### config.mk
export PLATFORM = sky130hd
export DESIGN_NAME = alu_result_stage
export DESIGN_NICKNAME = d
export VERILOG_FILES = /design/src/rtl/alu_pkg.sv /design/src/rtl/alu_flag_gen.sv /design/src/rtl/alu_result_stage.sv
export SDC_FILE = /design/constraint.sdc
export NUM_CORES = 1
export LEC_CHECK = 0
export ABC_CLOCK_PERIOD_IN_PS = 2300
export BUFFER_PORTS_ARGS = -buffer_cell sky130_fd_sc_hd__buf_2
export CORE_MARGIN = 3
export CORE_UTILIZATION = 50
export CTS_BUF_LIST = sky130_fd_sc_hd__clkbuf_8 sky130_fd_sc_hd__clkbuf_16
export CTS_CLUSTER_DIAMETER = 80
export DETAILED_ROUTE_END_ITERATION = 8
export HOLD_SLACK_MARGIN = 0.08
export PLACE_DENSITY = 0.77
export SYNTH_ARGS = -nofsm -noshare
export SYNTH_HDL_FRONTEND = slang
export SYNTH_SLANG_ARGS = --single-unit
### constraint.sdc
create_clock -name clk -period 2.3 [get_ports clk]
set_input_delay 0.23 -clock clk [delete_from_list [all_inputs] [get_ports clk]]
set_output_delay 0.23 -clock clk [all_outputs]
set_load 0.03 [all_outputs]
### src/rtl/alu_pkg.sv
// Shared ALU opcodes, flag bit positions and stage occupancy encoding.
package alu_pkg;

    localparam logic [3:0] OP_ADD   = 4'b0000;
    localparam logic [3:0] OP_BSUBA = 4'b0101;
    localparam logic [3:0] OP_SUB   = 4'b0110;
    localparam logic [3:0] OP_AND   = 4'b1000;
    localparam logic [3:0] OP_OR    = 4'b1001;
    localparam logic [3:0] OP_XOR   = 4'b1100;
    localparam logic [3:0] OP_PASSB = 4'b1101;
    localparam logic [3:0] OP_ANDN  = 4'b1010;
    localparam logic [3:0] OP_ORN   = 4'b1011;
    localparam logic [3:0] OP_XNOR  = 4'b1110;
    localparam logic [3:0] OP_NOTB  = 4'b1111;

    localparam int FLAG_N = 3;
    localparam int FLAG_Z = 2;
    localparam int FLAG_C = 1;
    localparam int FLAG_V = 0;

    typedef enum logic [1:0] {
        EMPTY = 2'd0,
        ONE   = 2'd1,
        FULL  = 2'd2
    } cnt_e;

endpackage

### src/rtl/alu_flag_gen.sv
// Combinational {N,Z,C,V} generation from ALU operands, opcode and result.
module alu_flag_gen
    import alu_pkg::*;
#(
    parameter int DATA_W = 32
) (
    input  logic [DATA_W-1:0] a,
    input  logic [DATA_W-1:0] b,
    input  logic [3:0]        op,
    input  logic [DATA_W-1:0] result,
    output logic [3:0]        flags
);

    localparam int MSB = DATA_W - 1;

    logic add_c;
    logic add_v;
    logic sub_c;
    logic sub_v;
    logic rsb_c;
    logic rsb_v;
    logic c;
    logic v;

    // a+b carries out exactly when b exceeds the headroom ~a
    assign add_c = (b > ~a);
    assign add_v = (a[MSB] == b[MSB]) && (result[MSB] != a[MSB]);
    assign sub_c = (a >= b);
    assign sub_v = (a[MSB] != b[MSB]) && (result[MSB] != a[MSB]);
    assign rsb_c = (b >= a);
    assign rsb_v = (a[MSB] != b[MSB]) && (result[MSB] != b[MSB]);

    always_comb begin
        c = 1'b0;
        v = 1'b0;
        unique case (1'b1)
            (op == OP_ADD): begin
                c = add_c;
                v = add_v;
            end
            (op == OP_SUB): begin
                c = sub_c;
                v = sub_v;
            end
            (op == OP_BSUBA): begin
                c = rsb_c;
                v = rsb_v;
            end
            default: begin
                c = 1'b0;
                v = 1'b0;
            end
        endcase
    end

    always_comb begin
        flags         = 4'b0000;
        flags[FLAG_N] = result[MSB];
        flags[FLAG_Z] = (result == '0);
        flags[FLAG_C] = c;
        flags[FLAG_V] = v;
    end

endmodule

### src/rtl/alu_result_stage.sv
// ALU result capture stage: flag generation plus 2-entry skid buffer.
// Define ALU_RESULT_STAGE_FWD_EN to expose head-entry bypass ports.
module alu_result_stage
    import alu_pkg::*;
#(
    parameter int DATA_W = 32,
    parameter int REG_AW = 5
) (
    input  logic              clk,
    input  logic              rst_n,
    input  logic              in_valid,
    output logic              in_ready,
    input  logic [DATA_W-1:0] in_a,
    input  logic [DATA_W-1:0] in_b,
    input  logic [3:0]        in_op,
    input  logic [DATA_W-1:0] in_result,
    input  logic [REG_AW-1:0] in_rd,
    input  logic              in_we,
    output logic              out_valid,
    input  logic              out_ready,
    output logic [DATA_W-1:0] out_result,
    output logic [REG_AW-1:0] out_rd,
    output logic              out_we,
    output logic [3:0]        out_flags
`ifdef ALU_RESULT_STAGE_FWD_EN
    ,
    output logic              fwd_valid,
    output logic [REG_AW-1:0] fwd_rd,
    output logic [DATA_W-1:0] fwd_data
`endif
);

    typedef struct packed {
        logic [DATA_W-1:0] result;
        logic [REG_AW-1:0] rd;
        logic              we;
        logic [3:0]        flags;
    } entry_t;

    cnt_e   count_q;
    cnt_e   count_d;
    entry_t e0_q;
    entry_t e0_d;
    entry_t e1_q;
    entry_t e1_d;
    entry_t cap;
    logic   rdy_q;
    logic   in_fire;
    logic   out_fire;
    logic [3:0] cap_flags;

    alu_flag_gen #(
        .DATA_W (DATA_W)
    ) u_flags (
        .a      (in_a),
        .b      (in_b),
        .op     (in_op),
        .result (in_result),
        .flags  (cap_flags)
    );

    always_comb begin
        cap.result = in_result;
        cap.rd     = in_rd;
        cap.we     = in_we;
        cap.flags  = cap_flags;
    end

    assign out_valid = (count_q != EMPTY);
    assign in_ready  = rdy_q;
    assign in_fire   = in_valid && rdy_q;
    assign out_fire  = out_valid && out_ready;

    always_comb begin
        count_d = count_q;
        e0_d    = e0_q;
        e1_d    = e1_q;
        unique case (count_q)
            EMPTY: begin
                if (in_fire) begin
                    e0_d    = cap;
                    count_d = ONE;
                end
            end
            ONE: begin
                if (in_fire && out_fire) begin
                    e0_d = cap;
                end else if (in_fire) begin
                    e1_d    = cap;
                    count_d = FULL;
                end else if (out_fire) begin
                    count_d = EMPTY;
                end
            end
            FULL: begin
                if (out_fire) begin
                    e0_d    = e1_q;
                    count_d = ONE;
                end
            end
            default: begin
                count_d = EMPTY;
            end
        endcase
    end

    // in_ready comes from a flop so out_ready never reaches upstream
    always_ff @(posedge clk or negedge rst_n) begin
        if (!rst_n) begin
            count_q <= EMPTY;
            rdy_q   <= 1'b1;
            e0_q    <= '0;
            e1_q    <= '0;
        end else begin
            count_q <= count_d;
            rdy_q   <= (count_d != FULL);
            e0_q    <= e0_d;
            e1_q    <= e1_d;
        end
    end

    assign out_result = e0_q.result;
    assign out_rd     = e0_q.rd;
    assign out_we     = e0_q.we;
    assign out_flags  = e0_q.flags;

`ifdef ALU_RESULT_STAGE_FWD_EN
    assign fwd_valid = out_valid && e0_q.we && (e0_q.rd != '0);
    assign fwd_rd    = e0_q.rd;
    assign fwd_data  = e0_q.result;
`endif

endmodule

==> impl_metrics.json <==
{
  "grt_max_degree": 64,
  "ys_ff_latch": 85,
  "period_share": 0.935,
  "place_area_sq_um": 6410,
  "start_util": 0.527,
  "synth-edff-count": 0,
  "final_util": 0.660,
  "run_status": "complete, no violations",
  "cts.reportedPaths.clkPinSlew_ns": 0.09,
  "max_freq_ghz": 0.465,
  "grt_pass1_vias": 4620,
  "final-setup-viol-count": 0,
  "antenna_found_initial": 0,
  "max_slew_margin": 0.478,
  "netlist_area_sq_um": 5290,
  "power_mw": 6.52,
  "vias": 4677,
  "instances_no_fill": 881,
  "slowest_delay_ns": 0.57,
  "grt.total_usage": 0.224,
  "synth_cells": 569,
  "fin_area_sq_um": 6630,
  "cts_tree": "done",
  "ir_drop_uv": 619,
  "start_kind": "input port",
  "cp_top_family": "simple AND/OR/NAND/NOR gates",
  "required_ns": 2.53,
  "maxCapViolCount": 0,
  "grt_pass1_wl_mm": 21.2,
  "tightest_slew_ns": 0.783,
  "drive_gt1_frac": 0.342,
  "yosysWarningCount": 0,
  "hold_class": "input port to flop",
  "ios": 154,
  "io_buffers": 153,
  "cts_root_buffer": "clkbuf_8",
  "fp-row-count": 36,
  "period_needed_ns": 2.15,
  "synth_nets": 743,
  "place_congestion": 0.848,
  "numCtsBuffers": 9,
  "slew_violations": 0,
  "async_flop_share": 1.00,
  "syn2layout_area_growth_pct": 25.3,
  "antenna_cells": 0,
  "setup_slack_ns": 0.150,
  "crit_path_max_fanout": 6,
  "hold_viol": 0,
  "critPathBufInv": 2,
  "worst-setup-path-type": "input port to flop",
  "overflow": 0,
  "drt-initial-drc-count": 219,
  "ant_nets": 0,
  "power_density_nw_per_um2": 984,
  "clock_latency_ns": 0.35,
  "clockBufferDepth": 2,
  "seq_area_frac_synth": 0.402,
  "dp.cells": 864,
  "critPathArrivalTime_ns": 2.38,
  "skew_ns": 0.0100,
  "cts.sinks": 85,
  "dr.pass1.iters": 4,
  "netlist-cell-type-count": 45,
  "drc_errors": 0,
  "dieArea_sq_um": 11800,
  "cp_slowest_cell": "or4_1",
  "p_leak_nw": 3.29,
  "core_area_sq_um": 10000,
  "via_per_inst": 5.31,
  "cts_setup_buffers": 0,
  "place_hpwl_mm": 10.3,
  "post-place-ws_ns": -0.198,
  "dominantRegCellSynth": "dfrtp_1",
  "cp_cell_sequence": "buf_2 -> inv_1 -> ha_1 -> nor4_2 -> nand4_1 -> or4_1 -> nand2_1 -> o22ai_1 -> nor4_1 -> a21oi_1",
  "cts-htree-levels": 3,
  "routed_wl_mm": 13.1,
  "nets": 917,
  "avgSynthCellArea_sq_um": 9.29,
  "cp-end-kind": "flop",
  "rsz0062_at_grt": "false",
  "wl_per_cell_um": 14.8,
  "die-width_um": 109,
  "dieHeight_um": 109
}
[cell families (layout without fill, tap and decap cells)]
family | Yosys count | count (layout) | share of synthesized area
buf+inv | 70 | 249 | 0.0542
flops | 85 | 85 | 0.402
fa+ha+maj | 64 | 64 | 0.151
compound gates | 104 | 104 | 0.119
mux | 42 | 42 | 0.0890
xor+xnor | 1 | 1 | 0.00166
simple gates | 203 | 203 | 0.183
[cell type report]
cell class              instances  area [sq um]
fillers                       847          3420
multi-input cells             414          2900
flip-flops and latches         85          2130
repair buffers                187          1050
inverters                      46           173
well taps                     133           166
clock buffers                  10           138
clock inverters                 6          71.3
[cell usage after synthesis (all sizes together), types with 4 or more instances]
cell | count | area [sq um]
a21oi | 30 | 150
dfrtp | 84 | 2100
nor2b | 8 | 50.1
a31oi | 39 | 244
mux2 | 40 | 450
nand2 | 90 | 345
nor2 | 58 | 218
clkbuf | 23 | 106
nand3b | 4 | 30.0
o21bai | 4 | 30.0
o21ai | 15 | 75.1
o22ai | 4 | 25.0
ha | 64 | 801
inv | 46 | 173
nor4 | 18 | 140
nand4 | 12 | 81.3
[state kept, by name (all words and copies together) (netlist names)]
signal,cells
out_rd,5
e1_q,41
out_we,1
out_flags,3
count_q,2
in_ready,1
out_result,32
[cells in the final DEF (no fill, tap or decap), types with 7 or more instances in the layout]
master / n
nor2b_1: 7
nand2_1: 89
nor2_1: 58
clkbuf_8: 10
a21oi_1: 30
inv_1: 46
o21ai_0: 11
buf_2: 152
ha_1: 64
dfrtp_1: 84
nand4_1: 11
a31oi_1: 39
nor4_1: 15
buf_4: 32
mux2_2: 40
[report_power, final]
| group | internal (mW) | leakage [nW] | total, mW | switching (mW) |
|---|---|---|---|---|
| Combinational | 1.08 | 2.20 | 2.83 | 1.74 |
| Clock | 0.541 | 0.104 | 1.09 | 0.547 |
| Sequential | 2.21 | 0.984 | 2.61 | 0.395 |
| Total | 3.84 | 3.29 | 6.52 | 2.69 |
[per-stage QoR]
| step | hold WS [ns] | TNS, ns |
|---|---|---|
| final | 0.126 | 0 |
| after detailed placement | 0.363 | -0.392 |
| after floorplan | -0.0656 | 0 |
| after global placement | 0.355 | -0.219 |
| after global routing | 0.106 | 0 |
| after CTS | 0.112 | 0 |
[routing by layer]
metal	up-vias	routed length [um]	global-route usage
li1	2327	-	-
met1	2221	5780	0.284
met2	117	6490	0.397
met3	12	621	0.0456
met4	0	161	0.0442
met5	-	0	0
[final timing paths]
check / from / endpoint / slack [ns] / cells after the start
max: in_b[31] / e1_q[1] / 0.15 / 10
min reg2reg: e1_q[19] / e1_q[19] / 0.51 / 1
max reg2reg: count_q[0] / e1_q[35] / 0.47 / 4
max in group asynchronous: rst_n / out_flags[1] / 1.11 / 3
min: in_rd[2] / e1_q[7] / 0.13 / 2
min in group asynchronous: rst_n / out_rd[2] / 0.50 / 2
[what timing repair did]
item	4_1_cts	5_1_grt
hold endpoints to repair	60	0
hold buffers	1	0
resized for setup	0	0
No activity file was read; power rests on OpenSTA's default activity.
